$ cat src/rtl/chacha_ks_sched_if.sv
// Job request and keystream delivery channels of the ChaCha keystream scheduler.
// The master side is the job requester / keystream consumer; the slave side is the scheduler.
interface chacha_ks_sched_if #(
    parameter int CNT_W = 16
);
    logic             job_valid;
    logic             job_ready;
    logic [255:0]     job_key;
    logic [63:0]      job_iv;
    logic [63:0]      job_ctr;
    logic [CNT_W-1:0] job_nblocks;
    logic             ks_valid;
    logic             ks_ready;
    logic [511:0]     ks_data;
    logic [63:0]      ks_ctr;
    logic             ks_last;

    modport master (
        output job_valid, job_key, job_iv, job_ctr, job_nblocks, ks_ready,
        input  job_ready, ks_valid, ks_data, ks_ctr, ks_last
    );

    modport slave (
        input  job_valid, job_key, job_iv, job_ctr, job_nblocks, ks_ready,
        output job_ready, ks_valid, ks_data, ks_ctr, ks_last
    );
endinterface

$ cat src/rtl/chacha_ks_sched.sv
// Sequences chacha_core through a multi-block job (init, then next per block), buffering one
// 512-bit result at a time, with acceptance-time counter wrap check and a result watchdog.
module chacha_ks_sched #(
    parameter int CNT_W   = 16,
    parameter int TIMEOUT = 64
) (
    input  logic                clk,
    input  logic                rst,
    chacha_ks_sched_if.slave    bus,
    output logic                busy_o,
    output logic                err_wrap_o,
    output logic                err_timeout_o,
    output logic                core_init_o,
    output logic                core_next_o,
    output logic [255:0]        core_key_o,
    output logic [63:0]         core_iv_o,
    output logic [63:0]         core_ctr_o,
    input  logic                core_ready_i,
    input  logic [511:0]        core_data_out_i,
    input  logic                core_data_out_valid_i
);
    localparam int WD_W = $clog2(TIMEOUT + 1);

    localparam logic [1:0] S_IDLE  = 2'd0;
    localparam logic [1:0] S_ISSUE = 2'd1;
    localparam logic [1:0] S_WAIT  = 2'd2;
    localparam logic [1:0] S_HOLD  = 2'd3;

    logic [1:0]       state_q, state_d;
    logic             jobReady_q, busy_q;
    logic [255:0]     key_q, key_d;
    logic [63:0]      iv_q, iv_d;
    logic [63:0]      jobCtr_q, jobCtr_d;
    logic [63:0]      blkCtr_q, blkCtr_d;
    logic [CNT_W-1:0] rem_q, rem_d;
    logic [WD_W-1:0]  wd_q, wd_d, wdInc;
    logic             first_q, first_d;
    logic [511:0]     buf_q, buf_d;
    logic [63:0]      ksCtr_q, ksCtr_d;
    logic             ksValid_q, ksValid_d;
    logic             ksLast_q, ksLast_d;
    logic             init_q, init_d;
    logic             next_q, next_d;
    logic             errWrap_q, errWrap_d;
    logic             errTo_q, errTo_d;
    logic [64:0]      endCtr;

    assign wdInc = wd_q + WD_W'(1);

    always_comb begin
        endCtr    = {1'b0, bus.job_ctr} + 65'(bus.job_nblocks) - 65'd1;
        state_d   = state_q;
        key_d     = key_q;
        iv_d      = iv_q;
        jobCtr_d  = jobCtr_q;
        blkCtr_d  = blkCtr_q;
        rem_d     = rem_q;
        wd_d      = wd_q;
        first_d   = first_q;
        buf_d     = buf_q;
        ksCtr_d   = ksCtr_q;
        ksValid_d = ksValid_q;
        ksLast_d  = ksLast_q;
        init_d    = 1'b0;
        next_d    = 1'b0;
        errWrap_d = 1'b0;
        errTo_d   = 1'b0;

        case (state_q)
            S_IDLE: begin
                if (bus.job_valid && jobReady_q) begin
                    key_d    = bus.job_key;
                    iv_d     = bus.job_iv;
                    jobCtr_d = bus.job_ctr;
                    blkCtr_d = bus.job_ctr;
                    rem_d    = bus.job_nblocks;
                    first_d  = 1'b1;
                    // Empty jobs and jobs whose last counter would overflow are consumed silently
                    // (wrap raises a flag); the command fires at once when the core is already idle.
                    if (bus.job_nblocks == '0) begin
                        state_d = S_IDLE;
                    end else if (endCtr[64]) begin
                        errWrap_d = 1'b1;
                    end else if (core_ready_i) begin
                        init_d  = 1'b1;
                        first_d = 1'b0;
                        wd_d    = '0;
                        state_d = S_WAIT;
                    end else begin
                        state_d = S_ISSUE;
                    end
                end
            end
            S_ISSUE: begin
                if (core_ready_i) begin
                    init_d  = first_q;
                    next_d  = !first_q;
                    first_d = 1'b0;
                    wd_d    = '0;
                    state_d = S_WAIT;
                end
            end
            S_WAIT: begin
                // The valid level seen in the first WAIT cycle belongs to the previous block.
                if (wd_q != '0 && core_ready_i && core_data_out_valid_i) begin
                    buf_d     = core_data_out_i;
                    ksCtr_d   = blkCtr_q;
                    ksLast_d  = (rem_q == CNT_W'(1));
                    ksValid_d = 1'b1;
                    state_d   = S_HOLD;
                end else if (wdInc == WD_W'(TIMEOUT)) begin
                    errTo_d = 1'b1;
                    rem_d   = '0;
                    state_d = S_IDLE;
                end else begin
                    wd_d = wdInc;
                end
            end
            S_HOLD: begin
                if (bus.ks_ready) begin
                    ksValid_d = 1'b0;
                    ksLast_d  = 1'b0;
                    blkCtr_d  = blkCtr_q + 64'd1;
                    rem_d     = rem_q - CNT_W'(1);
                    if (ksLast_q) begin
                        state_d = S_IDLE;
                    end else if (core_ready_i) begin
                        next_d  = 1'b1;
                        wd_d    = '0;
                        state_d = S_WAIT;
                    end else begin
                        state_d = S_ISSUE;
                    end
                end
            end
            default: state_d = S_IDLE;
        endcase
    end

    always_ff @(posedge clk) begin
        if (rst) begin
            state_q    <= S_IDLE;
            jobReady_q <= 1'b1;
            busy_q     <= 1'b0;
            key_q      <= '0;
            iv_q       <= '0;
            jobCtr_q   <= '0;
            blkCtr_q   <= '0;
            rem_q      <= '0;
            wd_q       <= '0;
            first_q    <= 1'b0;
            buf_q      <= '0;
            ksCtr_q    <= '0;
            ksValid_q  <= 1'b0;
            ksLast_q   <= 1'b0;
            init_q     <= 1'b0;
            next_q     <= 1'b0;
            errWrap_q  <= 1'b0;
            errTo_q    <= 1'b0;
        end else begin
            state_q    <= state_d;
            jobReady_q <= (state_d == S_IDLE);
            busy_q     <= (state_d != S_IDLE);
            key_q      <= key_d;
            iv_q       <= iv_d;
            jobCtr_q   <= jobCtr_d;
            blkCtr_q   <= blkCtr_d;
            rem_q      <= rem_d;
            wd_q       <= wd_d;
            first_q    <= first_d;
            buf_q      <= buf_d;
            ksCtr_q    <= ksCtr_d;
            ksValid_q  <= ksValid_d;
            ksLast_q   <= ksLast_d;
            init_q     <= init_d;
            next_q     <= next_d;
            errWrap_q  <= errWrap_d;
            errTo_q    <= errTo_d;
        end
    end

    assign bus.job_ready = jobReady_q;
    assign bus.ks_valid  = ksValid_q;
    assign bus.ks_data   = buf_q;
    assign bus.ks_ctr    = ksCtr_q;
    assign bus.ks_last   = ksLast_q;
    assign busy_o        = busy_q;
    assign err_wrap_o    = errWrap_q;
    assign err_timeout_o = errTo_q;
    assign core_init_o   = init_q;
    assign core_next_o   = next_q;
    assign core_key_o    = key_q;
    assign core_iv_o     = iv_q;
    assign core_ctr_o    = jobCtr_q;
endmodule

$ cat src/flat_wrapper.sv
// flat-port wrapper written by rule: the top's interface ports become plain ports
module chacha_ks_sched_flat 
#(
    parameter int CNT_W   = 16,
    parameter int TIMEOUT = 64
)
  (clk, rst, busy_o, err_wrap_o, err_timeout_o, core_init_o, core_next_o, core_key_o, core_iv_o, core_ctr_o, core_ready_i, core_data_out_i, core_data_out_valid_i, bus_job_valid, bus_job_key, bus_job_iv, bus_job_ctr, bus_job_nblocks, bus_ks_ready, bus_job_ready, bus_ks_valid, bus_ks_data, bus_ks_ctr, bus_ks_last);
  chacha_ks_sched_if #(.CNT_W(CNT_W)) bus_i ();
  input  logic clk;
  input  logic rst;
  output logic busy_o;
  output logic err_wrap_o;
  output logic err_timeout_o;
  output logic core_init_o;
  output logic core_next_o;
  output logic [255:0] core_key_o;
  output logic [63:0] core_iv_o;
  output logic [63:0] core_ctr_o;
  input  logic core_ready_i;
  input  logic [511:0] core_data_out_i;
  input  logic core_data_out_valid_i;
  input wire logic [$bits(bus_i.job_valid)-1:0] bus_job_valid;
  input wire logic [$bits(bus_i.job_key)-1:0] bus_job_key;
  input wire logic [$bits(bus_i.job_iv)-1:0] bus_job_iv;
  input wire logic [$bits(bus_i.job_ctr)-1:0] bus_job_ctr;
  input wire logic [$bits(bus_i.job_nblocks)-1:0] bus_job_nblocks;
  input wire logic [$bits(bus_i.ks_ready)-1:0] bus_ks_ready;
  output wire logic [$bits(bus_i.job_ready)-1:0] bus_job_ready;
  output wire logic [$bits(bus_i.ks_valid)-1:0] bus_ks_valid;
  output wire logic [$bits(bus_i.ks_data)-1:0] bus_ks_data;
  output wire logic [$bits(bus_i.ks_ctr)-1:0] bus_ks_ctr;
  output wire logic [$bits(bus_i.ks_last)-1:0] bus_ks_last;
  assign bus_i.job_valid = bus_job_valid;
  assign bus_i.job_key = bus_job_key;
  assign bus_i.job_iv = bus_job_iv;
  assign bus_i.job_ctr = bus_job_ctr;
  assign bus_i.job_nblocks = bus_job_nblocks;
  assign bus_i.ks_ready = bus_ks_ready;
  assign bus_job_ready = bus_i.job_ready;
  assign bus_ks_valid = bus_i.ks_valid;
  assign bus_ks_data = bus_i.ks_data;
  assign bus_ks_ctr = bus_i.ks_ctr;
  assign bus_ks_last = bus_i.ks_last;
  chacha_ks_sched #(.CNT_W(CNT_W), .TIMEOUT(TIMEOUT)) u_core (.clk(clk), .rst(rst), .bus(bus_i), .busy_o(busy_o), .err_wrap_o(err_wrap_o), .err_timeout_o(err_timeout_o), .core_init_o(core_init_o), .core_next_o(core_next_o), .core_key_o(core_key_o), .core_iv_o(core_iv_o), .core_ctr_o(core_ctr_o), .core_ready_i(core_ready_i), .core_data_out_i(core_data_out_i), .core_data_out_valid_i(core_data_out_valid_i));
endmodule
$ cat config.mk
export PLATFORM = sky130hd
export DESIGN_NAME = chacha_ks_sched_flat
export DESIGN_NICKNAME = d
export VERILOG_FILES = /design/src/rtl/chacha_ks_sched_if.sv /design/src/rtl/chacha_ks_sched.sv /design/src/flat_wrapper.sv
export SDC_FILE = /design/constraint.sdc
export NUM_CORES = 2
export LEC_CHECK = 0
export BUFFER_PORTS_ARGS = -buffer_cell sky130_fd_sc_hd__buf_2
export CAP_MARGIN = 40
export CORE_AREA = 4 4 739 741
export DETAILED_ROUTE_END_ITERATION = 10
export DIE_AREA = 0 0 743 745
export PLACE_DENSITY = 0.3
export SYNTH_ARGS = -nofsm -noshare
export SYNTH_HDL_FRONTEND = slang
export SYNTH_SLANG_ARGS = --single-unit
$ cat constraint.sdc
create_clock -name clk -period 2.5 [get_ports clk]
set_input_delay 0.125 -clock clk [delete_from_list [all_inputs] [get_ports clk]]
set_output_delay 0.125 -clock clk [all_outputs]
set_load 0.05 [all_outputs]
==> impl_metrics.ini <==
[grt]
grt_pass1_wl_mm = 567
grt-ovfl-total = 0
grt_pass1_vias = 51709
grt_max_degree = 116
grt.total_usage = 0.157
antenna_found_initial = 434

[critical_path]
cp_top_family = buffers and inverters
end_kind = flop
critical_path_required_ps = 3250
start_kind = primary input
path_cells = buf_2, dlygate4sd3_1, buf_4, nor4_2, buf_4, and4_1, buf_12, a2111oi_4, mux2i_1, o311ai_2, buf_4, a221oi_1
rrSetupSlack_ps = 140
cp_data_arrival_time_ps = 3180
crit_top_cell = buf_4
cp_max_fo = 7
crit_type = primary input to flop
cp_slowest_cell = nor4_2
cp.buffers_inverters = 6
cpPeakStageDelay_ps = 620

[synth]
syn_avg_cell_area_um2 = 7.66
yosysTopAreaCellShare = 0.524
synthTopCellsByCount = 2022 x nand2_1, 1077 x a21oi_1, 1058 x dfxtp_1, 317 x clkbuf_1, 122 x inv_1
yosysSeqAreaShare = 0.524
async_flop_share = 0
postSynthCellCount = 5278
synth_warnings = 0
yosysMostFrequentCell = nand2_1
synth_cell_type_count = 73
ys.flop_type = dfxtp_1
yosys-top-cells-area = dfxtp_1 52%, nand2_1 19%, a21oi_1 13%
ys_ff_latch = 1058
synth_top_area_cell = dfxtp_1
synth_edf_count = 0
syn_area_um2 = 40400
syn_nets = 6278

[die]
core_area_um2 = 540000
die-area_um2 = 554000
start_util = 0.0750
num_rows = 270
die_w_um = 743
io_pins = 1886
die-height_um = 745

[placement]
placed_area_um2 = 61200
port-buffer-count = 1885
preCtsSetupSlack_ps = -736
dp.final_hpwl_mm = 395
place_congestion = 0.921

[finish]
multi_input_area_um2 = 17400
areaGrowthSynthToFinish_pct = 93.9
fillers = 62456
final_layout_size_suffix_gt1_frac = 0.303
regArea_um2 = 21200
layout.nets = 9480
design_area_um2 = 78400

[clock_tree]
htreeDepth = 4
clock_sinks = 1058
cts-root-buf = clkbuf_16
path_clk_slew_ps = 60
cts_buffer_depth = 4
clk_latency_ps = 850
cts_buffers = 158
cts_tree = built

[drt]
vias = 51935
drtPass1Iterations = 5
totalWireLength_mm = 457
post-route-drc-count = 0
drtIter0Drc = 3476
viasPerCell = 3.25
wl_per_cell_um = 28.6
ant_nets = 0

[sta]
relSlewSlack = 0.526
tightest_slew_ps = 711
fin_ws_ps = 65.7
period_share = 0.974
fmax_mhz = 411
drv_slew = 0
finClkSkew_ps = 68.2
setup_viol = 0
period_minus_slack_ps = 2430
hold_viol_final = 0

[run_status]
outcome = complete, no violations

[power_and_ir_drop]
ir_drop_uv = 438
finalPower_w = 0.0538
p_leak_nw = 32.3
power_density_nw_per_um2 = 687

[hold_path]
min-delay-path-class = primary input to flop

[job]
maxCapViolCount = 0
-- cells in the final DEF (no fill, tap or decap), drive strengths merged, types with 4 or more instances in the layout --
master / synthesis / layout
bufinv: 0 / 15
a21o: 12 / 12
buf: 57 / 2297
clkbuf: 324 / 219
o211ai: 4 / 4
diode: 0 / 191
and2: 10 / 10
xnor2: 5 / 5
nand3: 60 / 60
dlygate4sd3: 1 / 1125
or2: 4 / 4
nor4: 17 / 17
nand2b: 5 / 5
or3: 6 / 6
ha: 82 / 82
o22ai: 14 / 14
dfxtp: 1058 / 1058
a311oi: 9 / 9
a221oi: 8 / 8
a211oi: 18 / 18
a2111oi: 5 / 5
a31oi: 9 / 9
or4: 5 / 5
nor2: 121 / 121
a22oi: 18 / 18
nand4: 32 / 32
o31ai: 8 / 8
o21ai: 71 / 71
clkinv: 1 / 26
inv: 122 / 127
a21oi: 1077 / 1077
and3: 13 / 13
nand2: 2024 / 2024
clkinvlp: 0 / 10
nor3: 39 / 39
-- stage by stage --
stage / std cells / utilization / hold slack (ps) / TNS (ps)
floorplan: 5278 / - / 261 / 0
global placement: 14399 / 0.113 / 368 / -10350
detailed placement: 14400 / 0.113 / 373 / -9460
CTS: 15798 / 0.144 / 0.211 / 0
global route: 15914 / 0.145 / 48.5 / -8.10
finish: 15992 / 0.145 / 111 / 0
-- cells by family (layout without fill, tap and decap cells) --
logic type                 count (synthesis)  count (layout)  synth area share
muxes                                      2               2          0.000495
xor gates and xnor gates                   6               6           0.00130
AOI/OAI and AO/OA                       1279            1279             0.168
adders and majority gates                 82              82            0.0254
buffers and inverters                    505            3820            0.0507
other                                      0             191                 0
and+or+nand+nor                         2346            2346             0.231
DFF                                     1058            1058             0.524
-- sequential cells by signal, summed over array words and instances, names as in the netlist --
register and flops:
u_core.bus.ks_data 512, u_core.core_key_o 256, u_core.blkCtr_q 64, u_core.bus.ks_ctr 64, u_core.core_ctr_o 64, u_core.core_iv_o 64
u_core.rem_q 16, u_core.wd_q 7, u_core.state_q 2, u_core.bus.job_ready 1, u_core.bus.ks_last 1, u_core.bus.ks_valid 1
u_core.busy_o 1, u_core.core_init_o 1, u_core.core_next_o 1, u_core.err_timeout_o 1, u_core.err_wrap_o 1, u_core.first_q 1
-- report_power, final --
group          internal, W  total (W)  switching (W)
registers           0.0177     0.0183       0.000580
logic              0.00377     0.0117        0.00796
clock network       0.0140     0.0238        0.00978
total               0.0355     0.0538         0.0183
-- layer usage --
metal,share of wire,track usage,up-vias
met5,0.0034,0,-
met4,0.047,0.0658,240
met3,0.12,0.0819,874
met2,0.44,0.244,2231
met1,0.40,0.181,24542
li1,-,-,24048
-- repair_timing --
| item | in CTS | in global routing |
|---|---|---|
| endpoints found under the setup margin | 1 | 110 |
| setup buffers | 0 | 3 |
| hold buffers | 1125 | 0 |
| gates resized for setup | 1 | 37 |
| endpoints found under the hold margin | 1027 | 0 |
| pin swaps | 0 | 8 |
-- worst min-delay path: cells and delay by family --
family / cells / cell delay, ps
compound gates: 1 / 60
buf+inv: 2 / 670
simple gates: 1 / 70
-- layout make-up --
cell class / instances / share of cell area
multi-input cells: 3715 / 0.222
well taps: 7208 / 0.115
flip-flops and latches: 1058 / 0.270
repair buffers: 3424 / 0.313
diodes: 191 / 0.00609
clock buffers: 218 / 0.0566
clock inverters: 55 / 0.0112
inverters: 123 / 0.00589
-- worst paths after layout --
kind | startpoint | to | depth (start not counted)
worst max-delay path | bus_job_nblocks[13] | u_core.wd_q[3] | 12
worst min-delay path | bus_job_key[46] | u_core.core_key_o[46] | 4
worst max register to register | u_core.bus.job_ready | u_core.core_key_o[138] | 7
worst min register to register | u_core.core_key_o[228] | u_core.core_key_o[228] | 2
No activity file was read; power rests on OpenSTA's default activity.
